### src/rtl/dispatch_ctrl.sv
// Instruction dispatcher: routes decoded instructions to ROB/RS/LSB, with a one-entry hold buffer.
// Optional macro DISPATCH_BR_STALL_EN stalls fetch after every branch/JALR until br_resolved.
module dispatch_ctrl (
   input  logic        clk,
   input  logic        rst,
   input  logic        rdy,
   input  logic        dec_valid,
   input  logic [6:0]  dec_ophead,
   input  logic [5:0]  dec_opcode,
   output logic        dec_ready,
   input  logic        rob_full,
   input  logic        rs_full,
   input  logic        lsb_full,
   input  logic [3:0]  rob_tag,
   input  logic        br_resolved,
   input  logic        flush,
   output logic        issue_rob,
   output logic        issue_rs,
   output logic        issue_lsb,
   output logic [3:0]  issue_tag,
   output logic [5:0]  issue_opcode,
   output logic [31:0] issue_cnt
);

   typedef enum logic [1:0] {
      ST_RUN     = 2'd0,
      ST_HOLD    = 2'd1,
      ST_BR_WAIT = 2'd2
   } state_e;

   typedef enum logic [1:0] {
      RT_RS       = 2'd0,
      RT_LSB      = 2'd1,
      RT_ROB_ONLY = 2'd2
   } route_e;

`ifdef DISPATCH_BR_STALL_EN
   localparam bit BR_STALL = 1'b1;
`else
   localparam bit BR_STALL = 1'b0;
`endif

   function automatic route_e route_of(input logic [6:0] op);
      route_e r;
      case (op)
         7'b0000011, 7'b0100011:             r = RT_LSB;
         7'b0110111, 7'b0010111, 7'b1101111: r = RT_ROB_ONLY;
         default:                            r = RT_RS;
      endcase
      return r;
   endfunction

   function automatic logic is_branch(input logic [6:0] op);
      return (op == 7'b1100011) || (op == 7'b1100111);
   endfunction

   state_e      state_q, state_d;
   logic        buf_valid_q, buf_valid_d;
   logic [6:0]  buf_ophead_q, buf_ophead_d;
   logic [5:0]  buf_opcode_q, buf_opcode_d;
   logic        issue_rob_q, issue_rob_d;
   logic        issue_rs_q, issue_rs_d;
   logic        issue_lsb_q, issue_lsb_d;
   logic [3:0]  issue_tag_q, issue_tag_d;
   logic [5:0]  issue_opcode_q, issue_opcode_d;
   logic [31:0] issue_cnt_q, issue_cnt_d;

   logic        accept;
   logic [6:0]  sel_ophead;
   logic [5:0]  sel_opcode;
   route_e      sel_route;
   logic        sel_space;
   state_e      post_issue_state;

   assign dec_ready = (state_q == ST_RUN) && !flush && rdy;
   assign accept    = dec_ready && dec_valid;

   // In HOLD the buffered instruction competes for space; in RUN the decoder's one does.
   assign sel_ophead = (state_q == ST_HOLD) ? buf_ophead_q : dec_ophead;
   assign sel_opcode = (state_q == ST_HOLD) ? buf_opcode_q : dec_opcode;
   assign sel_route  = route_of(sel_ophead);

   always_comb begin
      sel_space = !rob_full;
      case (sel_route)
         RT_RS:   sel_space = !rob_full && !rs_full;
         RT_LSB:  sel_space = !rob_full && !lsb_full;
         default: sel_space = !rob_full;
      endcase
   end

   assign post_issue_state = (BR_STALL && is_branch(sel_ophead)) ? ST_BR_WAIT : ST_RUN;

   always_comb begin
      state_d        = state_q;
      buf_valid_d    = buf_valid_q;
      buf_ophead_d   = buf_ophead_q;
      buf_opcode_d   = buf_opcode_q;
      issue_rob_d    = 1'b0;
      issue_rs_d     = 1'b0;
      issue_lsb_d    = 1'b0;
      issue_tag_d    = issue_tag_q;
      issue_opcode_d = issue_opcode_q;
      issue_cnt_d    = issue_cnt_q;

      if (!rdy) begin
         // Frozen: a pending pulse survives until rdy returns, so it is seen exactly once.
         issue_rob_d = issue_rob_q;
         issue_rs_d  = issue_rs_q;
         issue_lsb_d = issue_lsb_q;
      end else if (flush) begin
         state_d     = ST_RUN;
         buf_valid_d = 1'b0;
      end else begin
         case (state_q)
            ST_RUN: begin
               if (accept) begin
                  if (sel_space) begin
                     issue_rob_d    = 1'b1;
                     issue_rs_d     = (sel_route == RT_RS);
                     issue_lsb_d    = (sel_route == RT_LSB);
                     issue_tag_d    = rob_tag;
                     issue_opcode_d = sel_opcode;
                     issue_cnt_d    = issue_cnt_q + 32'd1;
                     state_d        = post_issue_state;
                  end else begin
                     buf_valid_d  = 1'b1;
                     buf_ophead_d = dec_ophead;
                     buf_opcode_d = dec_opcode;
                     state_d      = ST_HOLD;
                  end
               end
            end
            ST_HOLD: begin
               if (sel_space) begin
                  issue_rob_d    = 1'b1;
                  issue_rs_d     = (sel_route == RT_RS);
                  issue_lsb_d    = (sel_route == RT_LSB);
                  issue_tag_d    = rob_tag;
                  issue_opcode_d = sel_opcode;
                  issue_cnt_d    = issue_cnt_q + 32'd1;
                  buf_valid_d    = 1'b0;
                  state_d        = post_issue_state;
               end
            end
            ST_BR_WAIT: begin
               if (!BR_STALL || br_resolved) begin
                  state_d = ST_RUN;
               end
            end
            default: begin
               state_d     = ST_RUN;
               buf_valid_d = 1'b0;
            end
         endcase
      end
   end

   always_ff @(posedge clk or posedge rst) begin
      if (rst) begin
         state_q        <= ST_RUN;
         buf_valid_q    <= 1'b0;
         buf_ophead_q   <= 7'd0;
         buf_opcode_q   <= 6'd0;
         issue_rob_q    <= 1'b0;
         issue_rs_q     <= 1'b0;
         issue_lsb_q    <= 1'b0;
         issue_tag_q    <= 4'd0;
         issue_opcode_q <= 6'd0;
         issue_cnt_q    <= 32'd0;
      end else begin
         state_q        <= state_d;
         buf_valid_q    <= buf_valid_d;
         buf_ophead_q   <= buf_ophead_d;
         buf_opcode_q   <= buf_opcode_d;
         issue_rob_q    <= issue_rob_d;
         issue_rs_q     <= issue_rs_d;
         issue_lsb_q    <= issue_lsb_d;
         issue_tag_q    <= issue_tag_d;
         issue_opcode_q <= issue_opcode_d;
         issue_cnt_q    <= issue_cnt_d;
      end
   end

   assign issue_rob    = issue_rob_q && rdy;
   assign issue_rs     = issue_rs_q && rdy;
   assign issue_lsb    = issue_lsb_q && rdy;
   assign issue_tag    = issue_tag_q;
   assign issue_opcode = issue_opcode_q;
   assign issue_cnt    = issue_cnt_q;

endmodule
### config.mk
export PLATFORM = sky130hd
export DESIGN_NAME = dispatch_ctrl
export DESIGN_NICKNAME = d
export VERILOG_FILES = /design/src/rtl/dispatch_ctrl.sv
export SDC_FILE = /design/constraint.sdc
export NUM_CORES = 1
export LEC_CHECK = 0
export BUFFER_PORTS_ARGS = -buffer_cell sky130_fd_sc_hd__buf_2
export CAP_MARGIN = 20
export CORE_ASPECT_RATIO = 1.4
export CORE_MARGIN = 2
export CORE_UTILIZATION = 43
export CTS_CLUSTER_DIAMETER = 120
export DETAILED_ROUTE_END_ITERATION = 10
export GPL_ROUTABILITY_DRIVEN = 1
export GPL_TIMING_DRIVEN = 0
export PLACE_DENSITY = 0.72
export RECOVER_POWER = 25
export SLEW_MARGIN = 20
export SYNTH_ARGS = -nofsm -noshare
export SYNTH_HDL_FRONTEND = slang
export SYNTH_SLANG_ARGS = --single-unit
export TNS_END_PERCENT = 5
### constraint.sdc
create_clock -name clk -period 5.8 [get_ports clk]
set_clock_uncertainty 0.1 [all_clocks]
set_input_delay 0.87 -clock clk [delete_from_list [all_inputs] [get_ports clk]]
set_output_delay 0.87 -clock clk [all_outputs]
set_load 0.02 [all_outputs]
==> results of run 1 <==
==> metrics by stage <==
stage	hold slack, ns	power, mW	utilization [%]	setup slack (ns)
floorplan	0.346	0.661	-	3.12
global route	0.365	1.12	55.1	2.97
detailed placement	0.362	0.739	52.2	2.81
finish	0.363	1.06	55.1	3.17
global placement	0.356	0.729	51.7	2.64
CTS	0.290	1.08	55.1	3.16
==> report_power, final <==
group          internal (mW)  switching (mW)
Combinational         0.0929           0.119
Sequential             0.473          0.0418
Clock                  0.175           0.161
Total                  0.741           0.323
==> worst paths after layout <==
check                      slack [ns]  cells after the start            end           from
min                              0.36                      1  issue_cnt[31]  issue_cnt[31]
max in group asynchronous        4.67                      3     state_q[0]            rst
max reg2reg                      3.34                      7   issue_tag[2]     state_q[0]
min in group asynchronous        0.37                      2   issue_tag[3]            rst
max                              3.17                      7   issue_tag[2]  dec_ophead[6]
min reg2reg                      0.36                      1  issue_cnt[31]  issue_cnt[31]
==> layer usage <==
metal,routed length [microns],up-vias,part of all wire (%),global-route usage (%)
li1,-,1006,-,-
met1,2440,1034,42,20.2
met2,3020,48,52,29.7
met3,252,12,4.3,4.91
met4,110,0,1.9,8.13
met5,0,-,0,0
==> layout make-up <==
type                       count  area (sq um)
clock buffer                  11           151
tap                           72          90.1
fill                         565          2790
timing repair buffer          71           378
sequential                    59          1480
clock inverter                 5          27.5
buffer                        10          61.3
multi-input combinational    161          1200
inverter                       8          31.3
==> state kept, by name, indices dropped and copies added (netlist names) <==
signal and flops:
issue_cnt 32, buf_ophead_q 7, buf_opcode_q 6, issue_opcode 6, issue_tag 4, issue_lsb_q 1, issue_rob_q 1, issue_rs_q 1
state_q 1
==> critical path, delay by kind of cell <==
family	cells	cell delay, ns
AND/OR/NAND/NOR	3	0.97
buffers and inverters	2	0.38
multiplexers	2	0.53
==> cells in the final DEF (no fill, tap or decap), types with 2 or more instances in the layout <==
master / Yosys / layout
nand2_1: 8 / 8
and3_1: 9 / 9
nand4_1: 14 / 14
buf_4: 3 / 3
and2_1: 5 / 5
nor3b_1: 3 / 3
clkbuf_8: 0 / 11
clkbuf_1: 2 / 2
a21oi_1: 8 / 8
mux2i_1: 7 / 7
xnor2_1: 22 / 22
buf_2: 4 / 74
nor3_1: 5 / 5
nand3_1: 8 / 8
clkinv_2: 0 / 4
nor4_4: 2 / 2
and4b_1: 2 / 2
nand2b_1: 3 / 3
nor2_1: 15 / 15
nor4_1: 3 / 3
inv_1: 8 / 7
mux2_2: 17 / 17
and4_1: 4 / 4
dfrtp_1: 59 / 59
xor2_1: 9 / 9
==> logic make-up after synthesis <==
kind of cell	Yosys count	synth area share [%]
AND/OR/NAND/NOR	88	19.7
flip-flops	59	53.3
XOR/XNOR	31	9.80
adder cells (fa/ha/maj)	1	0.451
AO/OA/AOI/OAI	16	3.61
multiplexers	25	9.84
buffers and inverters	18	3.30
==> results.json, run 1 <==
{
  "grt_pass1_wl_mm": 9.71,
  "hold_path.class": "flop to flop",
  "io_buffers": 70,
  "slowest_stage": "nor4_2",
  "power_density_nw_per_um2": 311,
  "cts-buffers-inserted": 9,
  "synth_largest_area_cell": "dfrtp_1",
  "postPlaceCellArea_sq_um": 3240,
  "diodes": 0,
  "num_io_pins": 72,
  "status": "finished clean",
  "cp-start-kind": "primary input",
  "ir_drop_uv": 178,
  "ctsLongestPathBuffers": 2,
  "synth_edf_count": 0,
  "timing.max_cap.violations": 0,
  "gp_congestion": 0.793,
  "drv_slew": 0,
  "synthTopCellsByArea": "dfrtp_1, xnor2_1, mux2_2, nand4_1, xor2_1",
  "routed_wl_mm": 5.83,
  "period_share_pct": 45.4,
  "ys_ff_latch": 59,
  "core_sq_um": 6210,
  "die_area_sq_um": 7110,
  "worstPathCellList": "buf_2, nor4_1, mux2i_1, and4_1, nor4_2, buf_4, mux2_2",
  "max_slew_margin_pct": 64.4,
  "die_height_microns": 99.0,
  "initial_core_util_pct": 44.6,
  "syn_area_sq_um": 2770,
  "drive_gt1_share_pct": 36.3,
  "synth_cells": 238,
  "drcViolationCount": 0,
  "crit_type": "primary input to flop",
  "drtPass1Iterations": 4,
  "tightest_slew_ns": 0.533,
  "vias": 2100,
  "cts_resized": 0,
  "cp.required_ns": 5.92,
  "dp_hpwl_mm": 4.10,
  "ys_types": 41,
  "crit_fanout": 10,
  "htreeDepth": 3,
  "path_clk_slew_ns": 0.07,
  "ys_seq_area_share_pct": 53.3,
  "grt_pass1_vias": 2122,
  "async_flop_share_pct": 100,
  "cts_setup_buffers": 0,
  "final_area_sq_um": 3420,
  "cp-end-kind": "flop",
  "leakage_nw": 1.69,
  "yosysTopAreaCellShare_pct": 53.3,
  "yosys_warnings": 0,
  "die_w_microns": 71.9,
  "final_nets": 347,
  "placedCellCount": 381,
  "drt_iter0_markers": 185,
  "synthTopCellsByCount": "dfrtp_1, xnor2_1, mux2_2",
  "syn_area_per_cell_sq_um": 11.6,
  "max_freq_mhz": 380,
  "clk_latency_ns": 0.33,
  "wire_per_inst_microns": 14.7,
  "overflow": 0,
  "drtAntennaViolNets": 0,
  "root_buffer": "clkbuf_8",
  "cts.sinks": 59,
  "synth.most_common_cell": "dfrtp_1",
  "synthFlopType": "dfrtp_1",
  "hold_buffers": 0,
  "syn_to_final_growth_pct": 23.4,
  "grt_setup_unrepaired": "false",
  "critPathArrivalTime_ns": 2.75,
  "rows": 34,
  "antenna_found_initial": 0,
  "finalHoldViolations": 0,
  "fin_cells": 397,
  "final.min_clock_period_ns": 2.63,
  "setup_viol": 0,
  "synth_nets": 265,
  "vias_per_cell": 5.29,
  "cp_slowest_stage_delay_ns": 0.37,
  "cts_tree": "yes",
  "fin_setup_tns_ns": 0,
  "grt_usage_pct": 17.5,
  "grt_max_degree": 56
}
(Power assumes the default switching activity.)
==> run 2: changes to the inputs <==
==> constraint.sdc (replaced) <==
create_clock -name clk -period 2.7 [get_ports clk]
set_clock_uncertainty 0.1 [all_clocks]
set_input_delay 0.405 -clock clk [delete_from_list [all_inputs] [get_ports clk]]
set_output_delay 0.405 -clock clk [all_outputs]
set_load 0.02 [all_outputs]
==> run 2 against run 1 <==
  * Global-route usage increased by 0.21 points
  * Worst setup slack lost 2.9 ns
  * Sequential power increased by 120%
  * Wire length up 1.1%
  * Largest cell class unchanged
  * Critical endpoint is now issue_cnt[30]
  * Via count is essentially flat
  * Critical path depth increased by 1
  * Power up 110%
==> results.json, run 2 (synthesized netlist as in run 1, its figures left out) <==
{
  "crit_fanout": 10,
  "cp.depth": 8,
  "io_buffers": 70,
  "vias": 2102,
  "htreeDepth": 3,
  "timing.max_cap.violations": 0,
  "cp.required_ns": 2.82,
  "initial_core_util_pct": 44.6,
  "wire_per_inst_microns": 14.8,
  "gp_congestion": 0.793,
  "comb_power_share_pct": 19.9,
  "core_sq_um": 6210,
  "hold_path.class": "primary input to flop",
  "cts_tree": "yes",
  "die_area_sq_um": 7110,
  "num_io_pins": 72,
  "cp_slowest_stage_delay_ns": 0.41,
  "placedCellCount": 381,
  "p_int_mw": 1.59,
  "drtAntennaViolNets": 0,
  "finalHoldViolations": 0,
  "final_cell_mix": "buf_2, dfrtp_1, xnor2_1",
  "routed_wl_mm": 5.89,
  "drcViolationCount": 0,
  "final.min_clock_period_ns": 2.47,
  "seqPwrFrac_pct": 48.5,
  "grt_usage_pct": 17.7,
  "rows": 34,
  "status": "finished clean",
  "drv_slew": 0,
  "drtPass1Iterations": 4,
  "ir_drop_uv": 382,
  "p_clk_share_pct": 31.6,
  "fin_cells": 398,
  "largest_reg_flops": 32,
  "cp-start-kind": "flop",
  "drt_iter0_markers": 164,
  "die_w_microns": 71.9,
  "final_common_cell": "buf_2",
  "period_share_pct": 91.4,
  "reg2reg_from": "state_q[0]",
  "path_clk_slew_ns": 0.07,
  "syn_to_final_growth_pct": 22.9,
  "clk_latency_ns": 0.33,
  "switching_share_pct": 30.4,
  "cp-startpoint": "state_q[0]",
  "cts.sinks": 59,
  "grt_max_degree": 56,
  "root_buffer": "clkbuf_8",
  "power_density_nw_per_um2": 670,
  "worstPathCellList": "buf_2, and4_1, and2_0, a2111o_1, nor4_2, buf_2, nand4_1, xnor2_1",
  "diodes": 0,
  "cp-end-kind": "flop",
  "ctsLongestPathBuffers": 2,
  "min_from": "rob_tag[3]",
  "crit_type": "flop to flop",
  "max_freq_mhz": 405,
  "cts_setup_buffers": 0,
  "critPathArrivalTime_ns": 2.59,
  "grt_setup_unrepaired": "false",
  "grt_pass1_vias": 2122,
  "leakage_nw": 1.69,
  "die_height_microns": 99.0,
  "grt_pass1_wl_mm": 9.80,
  "antenna_found_initial": 0,
  "setup_viol": 0,
  "crit_top_cell": "buf_2",
  "fin_setup_tns_ns": 0,
  "switching_power_uw": 693,
  "path_delay_family": "simple AND/OR/NAND/NOR gates",
  "overflow": 0,
  "dp_hpwl_mm": 4.10,
  "worst-path-buf-inv": 2,
  "drive_gt1_share_pct": 36.2,
  "holdPathStages": 2,
  "rr_worst_depth": 8,
  "max_slew_margin_pct": 8.66,
  "slowest_stage": "a2111o_1",
  "vias_per_cell": 5.28,
  "cts-buffers-inserted": 9,
  "tightest_slew_ns": 1.37,
  "final_nets": 348
}
## run 2: final cells by class
type,instances,area [sq um]
fill,566,2800
sequential,59,1480
multi-input combinational,161,1200
timing repair buffer,72,365
clock buffer,11,151
tap,72,90.1
buffer,10,61.3
inverter,8,31.3
clock inverter,5,27.5
## run 2: metrics by stage
| stage | area (sq um) | power, mW | util [%] | hold slack [ns] | setup WS (ns) |
|---|---|---|---|---|---|
| 2_1_floorplan | 2770 | 1.42 | - | 0.346 | 0.448 |
| 3_3_place_gp | 3210 | 1.57 | 51.7 | 0.356 | 0.00586 |
| 3_5_place_dp | 3240 | 1.59 | 52.2 | 0.193 | 0.172 |
| 4_1_cts | 3430 | 2.31 | 55.2 | 0.182 | 0.199 |
| 5_1_grt | 3410 | 2.40 | 54.9 | 0.182 | 0.0433 |
| 6_report | 3410 | 2.28 | 54.9 | 0.198 | 0.233 |
## run 2: worst paths after layout
check | slack [ns] | endpoint
worst max-delay path | 0.23 | issue_cnt[30]
worst max register to register | 0.23 | issue_cnt[30]
worst min-delay path | 0.20 | issue_tag[3]
max in group asynchronous | 0.47 | issue_rob_q
worst min register to register | 0.36 | issue_cnt[31]
min in group asynchronous | 0.46 | issue_tag[3]
## run 2: what timing repair did
action                    CTS  global route
resized for setup           0             0
hold buffers                1             0
hold endpoints to repair    4             0
## run 2: power groups by stage
stage	registers (mW)	clock network (mW)	logic, mW
floorplan	1.21	0	0.213
global placement	1.12	0	0.449
detailed placement	1.12	0	0.465
CTS	1.11	0.740	0.467
global route	1.13	0.780	0.497
finish	1.11	0.722	0.453
## run 2: layer usage
metal	wire length [microns]	up-vias	track usage (%)
met5	0	-	0
met4	96	0	8.13
met3	263	10	4.91
met2	3110	56	30.3
met1	2430	1029	20.3
li1	-	1007	-
==> run 3: changes to the inputs <==
--- a/config.mk
+++ b/config.mk
@@ -8,13 +8,13 @@
 export BUFFER_PORTS_ARGS = -buffer_cell sky130_fd_sc_hd__buf_2
 export CAP_MARGIN = 20
 export CORE_ASPECT_RATIO = 1.4
-export CORE_MARGIN = 2
-export CORE_UTILIZATION = 43
+export CORE_MARGIN = 10
+export CORE_UTILIZATION = 32
 export CTS_CLUSTER_DIAMETER = 120
 export DETAILED_ROUTE_END_ITERATION = 10
 export GPL_ROUTABILITY_DRIVEN = 1
 export GPL_TIMING_DRIVEN = 0
-export PLACE_DENSITY = 0.72
+export PLACE_DENSITY = 0.58
 export RECOVER_POWER = 25
 export SLEW_MARGIN = 20
 export SYNTH_ARGS = -nofsm -noshare
==> run 3 against run 2 <==
  * Critical path type unchanged
  * Final cell count increased by 8.3%
  * Via count decreased by 1.1%
  * Wire length increased by 12%
  * Register-to-register slack about the same
  * Sequential power about the same
  * Clock-buffer cell count decreased by 1
  * Sequential cell count unchanged
  * Sequential share of layout area decreased by 2.1 points
  * Clock power increased by 65%
  * Maximum frequency increased by 0.59%
  * Die area increased by 80%
  * Utilization decreased by 13 points
==> results.json, run 3 (synthesized netlist as in run 1, its figures left out) <==
{
  "grtUsageMet2_pct": 17.5,
  "worstPathCellList": "buf_2, and4_1, and2_0, a2111o_1, nor4_2, buf_2, nand4_1, xnor2_1",
  "slowest_stage": "a2111o_1",
  "vias_per_cell": 4.82,
  "busiest_layer": "met2",
  "path_clk_slew_ns": 0.05,
  "grt_util_met3_pct": 3.44,
  "ir_drop_uv": 371,
  "final_area_sq_um": 3580,
  "antenna_found_initial": 0,
  "crit_type": "flop to flop",
  "power_density_nw_per_um2": 771,
  "reg2reg_from": "state_q[0]",
  "hold_path.class": "primary input to flop",
  "leakage_nw": 1.75,
  "final.min_clock_period_ns": 2.45,
  "grt_setup_unrepaired": "false",
  "dp_hpwl_mm": 4.93,
  "ctsLongestPathBuffers": 2,
  "cp-startpoint": "state_q[0]",
  "grt_pass1_vias": 2232,
  "p_int_mw": 2.02,
  "comb_power_share_pct": 16.7,
  "critPathArrivalTime_ns": 2.57,
  "die_area_sq_um": 12800,
  "fin_cells": 431,
  "cp_slowest_stage_delay_ns": 0.42,
  "routed_wl_mm": 6.61,
  "seqPwrFrac_pct": 40.3,
  "drive_gt1_share_pct": 35.9,
  "io_buffers": 70,
  "max_freq_mhz": 408,
  "placedCellCount": 414,
  "drtAntennaViolNets": 0,
  "cp.required_ns": 2.82,
  "switching_power_uw": 746,
  "htreeDepth": 3,
  "clk_latency_ns": 0.33,
  "wire_per_inst_microns": 15.3,
  "grtUsageMet1_pct": 12.2,
  "rows": 40,
  "syn_to_final_growth_pct": 29.3,
  "min_from": "rob_tag[2]",
  "final_cell_mix": "buf_2, dfrtp_1, xnor2_1",
  "final_nets": 348,
  "cts_tree": "yes",
  "crit_fanout": 10,
  "drv_slew": 0,
  "diodes": 0,
  "timing.max_cap.violations": 0,
  "cts-buffers-inserted": 9,
  "drtPass1Iterations": 4,
  "crit_top_cell": "buf_2",
  "grt_pass1_wl_mm": 11.2,
  "finalHoldViolations": 0,
  "p_clk_share_pct": 43.1,
  "overflow": 0,
  "drt_iter0_markers": 41,
  "grt_usage_pct": 10.9,
  "final_common_cell": "buf_2",
  "vias": 2078,
  "core_sq_um": 8510,
  "max_slew_margin_pct": 22.6,
  "period_share_pct": 90.8,
  "cp-start-kind": "flop",
  "root_buffer": "clkbuf_16",
  "cp-end-kind": "flop",
  "power_mw": 2.76,
  "postPlaceCellArea_sq_um": 3280,
  "gp_congestion": 0.772,
  "largest_reg_flops": 32,
  "initial_core_util_pct": 32.6,
  "setup_viol": 0,
  "tightest_slew_ns": 1.15,
  "die_height_microns": 130,
  "drcViolationCount": 0,
  "cts.sinks": 59,
  "switching_share_pct": 27.0,
  "grt_max_degree": 34,
  "die_w_microns": 98.7,
  "fin_setup_tns_ns": 0,
  "num_io_pins": 72,
  "status": "finished clean"
}
[run 3: cell types whose count changed in the layout (fill, tap and decap cells not counted), moves of 2 or more]
cell       before  now
clkbuf_1        2    4
clkbuf_16       0    9
bufinv_16       0    2
clkbuf_8       11    0
[run 3: layout make-up]
cell class	count	area [sq um]
well taps	105	131
inverters	8	31.3
flip-flops and latches	59	1480
fillers	833	4920
clock buffers	10	229
multi-input cells	161	1210
clock inverters	6	80.1
repair buffers	72	364
plain buffers	10	61.3
[run 3: worst paths after layout]
path / to / slack (ns) / cells after the start
setup / recovery: issue_cnt[26] / 0.25 / 8
hold / removal: issue_tag[2] / 0.21 / 2
setup reg to reg: issue_cnt[26] / 0.25 / 8
hold reg to reg: issue_cnt[31] / 0.36 / 1
max in group asynchronous: issue_cnt[18] / 0.43 / 4
min in group asynchronous: issue_tag[0] / 0.75 / 3
[run 3: power by group through the flow]
stage | registers [mW] | logic, mW | clock network (mW)
5_1_grt | 1.14 | 0.510 | 1.24
2_1_floorplan | 1.21 | 0.213 | 0
3_3_place_gp | 1.12 | 0.462 | 0
4_1_cts | 1.11 | 0.475 | 1.21
6_report | 1.11 | 0.460 | 1.19
3_5_place_dp | 1.13 | 0.470 | 0
[run 3: metal layers]
metal,share of wire [%],up-vias,wire length (microns)
li1,-,1009,-
met1,42,1005,2800
met2,49,48,3250
met3,5.4,16,354
met4,3.0,0,201
met5,0,-,0
[run 3: stage by stage]
step                      utilization [%]  hold slack, ns  setup WS (ns)
final                                42.1           0.207          0.247
after floorplan                         -           0.346          0.448
after CTS                            42.3           0.198          0.111
after global placement               38.2           0.356         -0.100
after detailed placement             38.5           0.313          0.133
after global routing                 42.1           0.217         0.0225
[run 3: repair_timing]
action                     4_1_cts  5_1_grt
hold buffers                     1        0
resized for setup                0        1
hold endpoints to repair        26        0
buffers inserted                 0        0
setup endpoints to repair        0       21
[run 3: critical path, delay by kind of cell (launching register included)]
family	cells	cell delay [ns]
xor gates and xnor gates	1	0.16
AOI/OAI and AO/OA	1	0.42
and+or+nand+nor	4	0.84
buffers and inverters	2	0.47
DFF	1	0.35
